`config.mk`:
```
export PLATFORM = sky130hd
export DESIGN_NAME = bus_master_port
export DESIGN_NICKNAME = d
export VERILOG_FILES = /design/src/rtl/bus_master_port.sv
export SDC_FILE = /design/constraint.sdc
export NUM_CORES = 1
export LEC_CHECK = 0
export BUFFER_PORTS_ARGS = -buffer_cell sky130_fd_sc_hd__buf_2
export CORE_ASPECT_RATIO = 1.4
export CORE_UTILIZATION = 45
export DETAILED_ROUTE_END_ITERATION = 10
export PLACE_DENSITY = 0.67
export SYNTH_ARGS = -nofsm -noshare
export SYNTH_HDL_FRONTEND = slang
export SYNTH_SLANG_ARGS = --single-unit
```
`constraint.sdc`:
```
create_clock -name clk -period 6.6 [get_ports clk]
set_input_delay 0.33 -clock clk [delete_from_list [all_inputs] [get_ports clk]]
set_output_delay 0.33 -clock clk [all_outputs]
set_load 0.1 [all_outputs]
```
`src/rtl/bus_master_port.sv`:
```
// bus_master_port: serial bus master with arbitration, split transactions and ack timeout
module bus_master_port #(
    parameter int ADDR_W  = 14,
    parameter int DATA_W  = 8,
    parameter int TIMEOUT = 15
) (
    input  logic              clk,
    input  logic              reset,
    input  logic              enable,
    input  logic              read_en,
    input  logic [DATA_W-1:0] data_in,
    input  logic [ADDR_W-1:0] addr_in,
    output logic              request,
    output logic [DATA_W-1:0] data_out,
    output logic              done,
    output logic              error,
    output logic              bus_req,
    input  logic              bus_grant,
    output logic              m_dout,
    output logic              m_valid,
    output logic              m_mode,
    input  logic              m_din,
    input  logic              s_valid,
    input  logic              s_ready,
    input  logic              s_split
);
    typedef enum logic [2:0] {IDLE, REQ, ADDR, WAIT_ACK, WDATA, RDATA, SPLIT, DONE} state_t;
    localparam int CMAX = (ADDR_W > TIMEOUT ? ADDR_W : TIMEOUT) > DATA_W ?
                          (ADDR_W > TIMEOUT ? ADDR_W : TIMEOUT) : DATA_W;
    localparam int CW = $clog2(CMAX + 1);
    localparam int AB = $clog2(ADDR_W);
    localparam int DB = $clog2(DATA_W);
    state_t            state, nxt;
    logic [CW-1:0]     cnt;
    logic [ADDR_W-1:0] addr_q;
    logic [DATA_W-1:0] data_q, rx, rx_next;
    logic              rd_q, err_q, adv;
    always_ff @(posedge clk or posedge reset) begin
        if (reset) state <= IDLE;
        else state <= nxt;
    end
    // adv marks cycles where the shared bit/wait counter steps; any state change clears it
    always_comb begin
        nxt = state;
        adv = 1'b0;
        case (state)
            IDLE: nxt = enable ? REQ : IDLE;
            REQ: nxt = bus_grant ? ADDR : REQ;
            ADDR: begin
                adv = bus_grant;
                nxt = !bus_grant ? REQ : (cnt == CW'(ADDR_W - 1)) ? WAIT_ACK : ADDR;
            end
            WAIT_ACK: begin
                adv = 1'b1;
                nxt = s_split ? SPLIT : s_ready ? (rd_q ? RDATA : WDATA) :
                      (cnt == CW'(TIMEOUT - 1)) ? DONE : WAIT_ACK;
            end
            WDATA: begin
                adv = bus_grant;
                nxt = !bus_grant ? REQ : (cnt == CW'(DATA_W - 1)) ? DONE : WDATA;
            end
            RDATA: begin
                adv = s_valid;
                nxt = (s_valid && cnt == CW'(DATA_W - 1)) ? DONE : RDATA;
            end
            SPLIT: nxt = (!s_split && bus_grant) ? (rd_q ? RDATA : WDATA) : SPLIT;
            default: nxt = IDLE;
        endcase
    end
    always_comb begin
        rx_next = rx;
        rx_next[cnt[DB-1:0]] = m_din;
    end
    always_ff @(posedge clk or posedge reset) begin
        if (reset) begin
            cnt      <= '0;
            addr_q   <= '0;
            data_q   <= '0;
            rd_q     <= 1'b0;
            err_q    <= 1'b0;
            rx       <= '0;
            data_out <= '0;
        end else begin
            cnt <= (nxt != state) ? '0 : cnt + CW'(adv);
            if (state == IDLE && enable) begin
                addr_q <= addr_in;
                data_q <= data_in;
                rd_q   <= read_en;
            end
            if (state == WAIT_ACK) err_q <= (nxt == DONE);
            else if (state == IDLE) err_q <= 1'b0;
            if (state == RDATA && s_valid) rx <= rx_next;
            if (state == RDATA && nxt == DONE) data_out <= rx_next;
        end
    end
    assign request = state != IDLE && state != DONE;
    assign bus_req = request && !(state == SPLIT && s_split);
    assign m_valid = (state == ADDR || state == WDATA) && bus_grant;
    assign m_dout  = m_valid && (state == ADDR ? addr_q[cnt[AB-1:0]] : data_q[cnt[DB-1:0]]);
    assign m_mode  = state != IDLE && !rd_q;
    assign done    = state == DONE;
    assign error   = done && err_q;
endmodule

```
==> results of run 1 <==
[routing by layer]
layer | global-route usage | vias to the layer above | part of all wire
met5 | 0 | - | 0
met2 | 0.297 | 35 | 0.50
li1 | - | 911 | -
met1 | 0.238 | 926 | 0.45
met4 | 0.0585 | 0 | 0.017
met3 | 0.0336 | 7 | 0.033
[logic make-up (layout without fill, tap and decap cells)]
kind of cell    Yosys count  in the layout  synth area share
compound gates           29             29            0.0838
xor+xnor                  3              3            0.0102
fa+ha+maj                 2              2           0.00968
buf+inv                  22             58            0.0397
flops                    47             47             0.455
mux                      55             55             0.246
simple gates             78             78             0.155
[cell usage after synthesis, drive strengths merged (2+ instances only)]
cell / instances
mux2: 48
dfrtp: 47
nor2: 24
nand2: 15
clkbuf: 12
nor2b: 7
nor3: 7
nand3: 6
a211oi: 5
buf: 5
inv: 5
mux2i: 5
and2: 4
nand2b: 4
o21ai: 4
a21oi: 3
o31ai: 3
a311o: 2
and3: 2
ha: 2
mux4: 2
o211ai: 2
or3: 2
or4: 2
xnor2: 2
[through the flow]
step           hold WS [ns]   util  power [mW]  std cells
2_1_floorplan         0.464      -       0.951        236
3_3_place_gp          0.483  0.509        1.03        332
3_5_place_dp          0.493  0.509        1.04        332
4_1_cts               0.249  0.527        1.23        340
5_1_grt               0.250  0.527        1.30        340
6_report              0.256  0.527        1.22        340
[layout make-up]
class / count / area share
clock buffer: 7 / 0.0331
clock inverter: 1 / 0.00258
inverter: 5 / 0.00644
multi-input combinational: 167 / 0.448
sequential: 47 / 0.404
tap: 68 / 0.0292
timing repair buffer: 45 / 0.0773
[state kept, by name, indices dropped and copies added, names as in the netlist]
name and count:
state 3, cnt 4, rd_q 1, addr_q 14, rx 8, data_q 8
data_out 8, err_q 1
[power by group through the flow]
stage	logic (mW)	clock network [mW]	registers (mW)
after floorplan	0.496	0	0.454
after global placement	0.537	0	0.489
after detailed placement	0.545	0	0.491
after CTS	0.547	0.196	0.485
after global routing	0.587	0.208	0.504
final	0.545	0.190	0.486
[path summary, 6_finish.rpt]
check                           startpoint     endpoint  slack [ns]
worst max-delay path                cnt[2]       m_dout        3.50
worst min-delay path                 reset    addr_q[1]        0.26
worst max register to register      cnt[2]  data_out[6]        3.85
worst min register to register       rx[5]        rx[5]        0.50
max in group asynchronous            reset       cnt[0]        5.75
min in group clk                addr_in[8]    addr_q[8]        0.26
[worst max-delay path: stages (launching register included)]
cell	delay [ns]
dfrtp_1	0.94
mux2i_1	0.30
nor2_1	0.06
a311o_1	0.34
a221o_1	0.32
a32o_1	0.23
buf_2	0.29
==> impl_metrics.env, run 1 <==
export IMPL_status="finished clean"
export IMPL_drc=0
export IMPL_setup_violations=0
export IMPL_place_area_um2=2810
export IMPL_hold_class="in -> async"
export IMPL_cp_end_kind="primary output"
export IMPL_clk_pin_slew_ns=0.09
export IMPL_antenna_found_initial=0
export IMPL_grt_max_degree=48
export IMPL_synth_edf_count=0
export IMPL_max_vdd_ir_drop_v=0.000192
export IMPL_clkPwrFrac=0.156
export IMPL_period_share=0.470
export IMPL_yosysTopAreaCell="dfrtp_1"
export IMPL_routabilityCongestion=0.822
export IMPL_finalCriticalPeriod_ns=3.10
export IMPL_htreeDepth=2
export IMPL_ys_warn_count=0
export IMPL_ant_nets=0
export IMPL_path_class="reg -> out"
export IMPL_p_sw_frac=0.426
export IMPL_initial_core_util=0.468
export IMPL_relSlewSlack=0.347
export IMPL_fp_dieH_um=91.7
export IMPL_powerDensity_nw_per_um2=419
export IMPL_maxCapViolCount=0
export IMPL_root_buffer="clkbuf_8"
export IMPL_antenna_cells=0
export IMPL_ioPinCount=46
export IMPL_syn_area_per_cell_um2=10.9
export IMPL_cts_buffer_depth=2
export IMPL_dieArea_um2=6050
export IMPL_dieWidth_um=66.0
export IMPL_max_freq_ghz=0.323
export IMPL_synth_top_flop_cell="dfrtp_1"
export IMPL_grt_usage=0.181
export IMPL_wl_um=4900
export IMPL_dp_hpwl_um=3410
export IMPL_core_um2=5530
export IMPL_fillCellCount=520
export IMPL_tightest_slew_ns=0.978
export IMPL_clock_sinks=47
export IMPL_internal_power_mw=0.701
export IMPL_layout_commonest_cell="mux2_2"
export IMPL_grt_overflow=0
export IMPL_cp_data_arrival_time_ns=2.77
export IMPL_grt_pass1_vias=1820
export IMPL_ys_ff_latch=47
export IMPL_vias_per_cell=5.53
export IMPL_final_cell_area_um2=2910
export IMPL_drt_initial_drc_count=67
export IMPL_seq_area_um2=1180
export IMPL_dr_total_vias=1879
export IMPL_wire_per_inst_um=14.4
export IMPL_num_rows=32
export IMPL_p_comb_frac=0.446
export IMPL_yosysSeqAreaShare=0.455
export IMPL_grt_pass1_wl_um=8470
export IMPL_synth_cell_type_count=45
export IMPL_hold_viol=0
export IMPL_clk_latency_ns=0.30
export IMPL_yosysTopAreaCellShare=0.455
export IMPL_portBuffers=45
export IMPL_p_switching_mw=0.520
export IMPL_cts_tree="yes"
export IMPL_syn_cell_area_um2=2580
export IMPL_synthCells=236
export IMPL_worstRegToRegCells=5
export IMPL_final_cell_mix="mux2_2, dfrtp_1, buf_2, nor2_1, nand2_1"
export IMPL_worst_slack_ns=3.50
export IMPL_pwr_share_seq=0.398
export IMPL_async_reset_ff_frac=1.00
export IMPL_post_cts_setup_buffers=0
export IMPL_finalSetupTns_ns=0
export IMPL_power_leakage_nw=1.33
export IMPL_drt_pass1_iter_count=4
export IMPL_cts_resized=0
export IMPL_cts_buffers=5
export IMPL_worstPathRequired_ns=6.27
export IMPL_slew_viol_final=0
export IMPL_start_kind="flip-flop"
export IMPL_fin_nets=304
export IMPL_syn2layout_area_growth_pct=12.8
export IMPL_grt_setup_unrepaired="false"
export IMPL_worst_path_max_fanout=25
export IMPL_multi_input_area_um2=1310
export IMPL_cts_hold_buf=0
export IMPL_synth_fp_nets=269
export IMPL_dp_slack_ns=3.85
export IMPL_yosys_top_cells_area="dfrtp_1, mux2_2, nor2_1, nand2_1, mux2i_1"
export IMPL_skew_ns=0.00700
export IMPL_drive_above_1_share=0.401
Power figures use the tool's default switching activity.
==> run 2: changes to the inputs <==
Settings changed: PLACE_DENSITY 0.67 to 0.69.
Clock period 6.6 ns to 2.65 ns, I/O delays scaled along.
==> impl_metrics.env, run 2 (synthesized netlist as in run 1, its figures left out) <==
export IMPL_fillCellCount=518
export IMPL_post_cts_setup_buffers=0
export IMPL_maxCapViolCount=0
export IMPL_grt_pass1_wl_um=8620
export IMPL_hold_class="in -> async"
export IMPL_largest_register_ffs=14
export IMPL_cp_end_kind="primary output"
export IMPL_path_cells="mux4_2 -> mux2_2 -> a32o_1 -> buf_2"
export IMPL_syn2layout_area_growth_pct=15.4
export IMPL_clock_sinks=47
export IMPL_power_leakage_nw=1.37
export IMPL_p_sw_frac=0.429
export IMPL_layout_commonest_cell="mux2_2"
export IMPL_grt_usage=0.182
export IMPL_ioPinCount=46
export IMPL_core_um2=5530
export IMPL_grt_max_degree=48
export IMPL_worstRegToRegCells=5
export IMPL_worst_slack_ns=0.283
export IMPL_drc=0
export IMPL_cpMaxStageDelayCell="dfrtp_1"
export IMPL_clk_pin_slew_ns=0.09
export IMPL_dieArea_um2=6050
export IMPL_dp_slack_ns=0.375
export IMPL_multi_input_area_um2=1320
export IMPL_relSlewSlack=0.366
export IMPL_status="finished clean"
export IMPL_fin_nets=313
export IMPL_antenna_cells=0
export IMPL_cts_hold_buf=0
export IMPL_ant_nets=0
export IMPL_dr_total_vias=1900
export IMPL_seq_area_um2=1180
export IMPL_max_vdd_ir_drop_v=0.000587
export IMPL_powerDensity_nw_per_um2=1030
export IMPL_grt_overflow=0
export IMPL_worstPathRequired_ns=2.52
export IMPL_finalSetupTns_ns=0
export IMPL_cts_resized=0
export IMPL_wl_um=4780
export IMPL_tightest_slew_ns=0.949
export IMPL_pwr_share_seq=0.361
export IMPL_start_kind="flip-flop"
export IMPL_design_power_total_mw=3.06
export IMPL_dp_hpwl_um=3450
export IMPL_drive_above_1_share=0.431
export IMPL_cp_data_arrival_time_ns=2.23
export IMPL_antenna_found_initial=0
export IMPL_hold_viol=0
export IMPL_fp_dieH_um=91.7
export IMPL_htreeDepth=2
export IMPL_finalCriticalPeriod_ns=2.37
export IMPL_grt_pass1_vias=1967
export IMPL_p_comb_frac=0.498
export IMPL_initial_core_util=0.468
export IMPL_num_rows=32
export IMPL_final_cell_mix="mux2_2, dfrtp_1, buf_2, nor2_1, nand2_1"
export IMPL_grt_setup_unrepaired="false"
export IMPL_clkPwrFrac=0.140
export IMPL_wire_per_inst_um=13.7
export IMPL_max_freq_ghz=0.422
export IMPL_routabilityCongestion=0.846
export IMPL_critPathMaxStageDelay_ns=0.58
export IMPL_internal_power_mw=1.75
export IMPL_cts_buffers=5
export IMPL_portBuffers=45
export IMPL_drt_initial_drc_count=87
export IMPL_vias_per_cell=5.44
export IMPL_setup_violations=0
export IMPL_dieWidth_um=66.0
export IMPL_path_class="reg -> out"
export IMPL_cts_buffer_depth=2
export IMPL_drt_pass1_iter_count=4
export IMPL_p_switching_mw=1.31
export IMPL_worst_path_max_fanout=11
export IMPL_period_share=0.893
export IMPL_slew_viol_final=0
export IMPL_root_buffer="clkbuf_8"
export IMPL_skew_ns=0.00673
export IMPL_cts_tree="yes"
export IMPL_clk_latency_ns=0.30
export IMPL_top_register="addr_q"
export IMPL_fin_util=0.540
==> run 2: worst paths after layout <==
kind                            start  slack [ns]   endpoint
setup / recovery               cnt[1]        0.28     m_dout
hold / removal                  reset        0.04      rx[0]
setup reg to reg             state[2]        0.35     cnt[0]
hold reg to reg                 rx[7]        0.51      rx[7]
max in group asynchronous       reset        2.03   state[2]
min in group clk           addr_in[1]        0.05  addr_q[1]
==> run 2: stage by stage <==
stage          std cells  instance area, um2  hold WS, ns
6_report             349                2980       0.0433
5_1_grt              349                2980       0.0516
4_1_cts              349                2980       0.0482
3_5_place_dp         341                2890        0.367
3_3_place_gp         341                2890        0.364
2_1_floorplan        236                2600        0.284
==> run 2: worst max-delay path, delay by kind of cell (launching register included) <==
family	cells	cell delay [ns]
AOI/OAI and AO/OA	1	0.23
muxes	2	0.83
DFF	1	0.58
buffers and inverters	1	0.29
==> run 2: area by class of cell <==
type                       instances  share of cell area
sequential                        47               0.394
clock inverter                     3             0.00629
tap                               68              0.0285
timing repair buffer              54              0.0982
clock buffer                       5              0.0231
inverter                           5             0.00629
multi-input combinational        167               0.443
==> run 2: layer usage <==
metal  vias up  share of wire  global-route usage
met5         -              0                   0
met4         0          0.020              0.0638
met3         8          0.031              0.0323
met2        37           0.52               0.315
met1       926           0.43               0.222
li1        929              -                   -
==> run 2: power groups by stage <==
| stage | logic, mW | registers (mW) | clock network (mW) |
|---|---|---|---|
| floorplan | 1.26 | 1.13 | 0 |
| global placement | 1.52 | 1.11 | 0 |
| detailed placement | 1.53 | 1.12 | 0 |
| CTS | 1.53 | 1.11 | 0.448 |
| global route | 1.66 | 1.14 | 0.473 |
| finish | 1.52 | 1.11 | 0.430 |
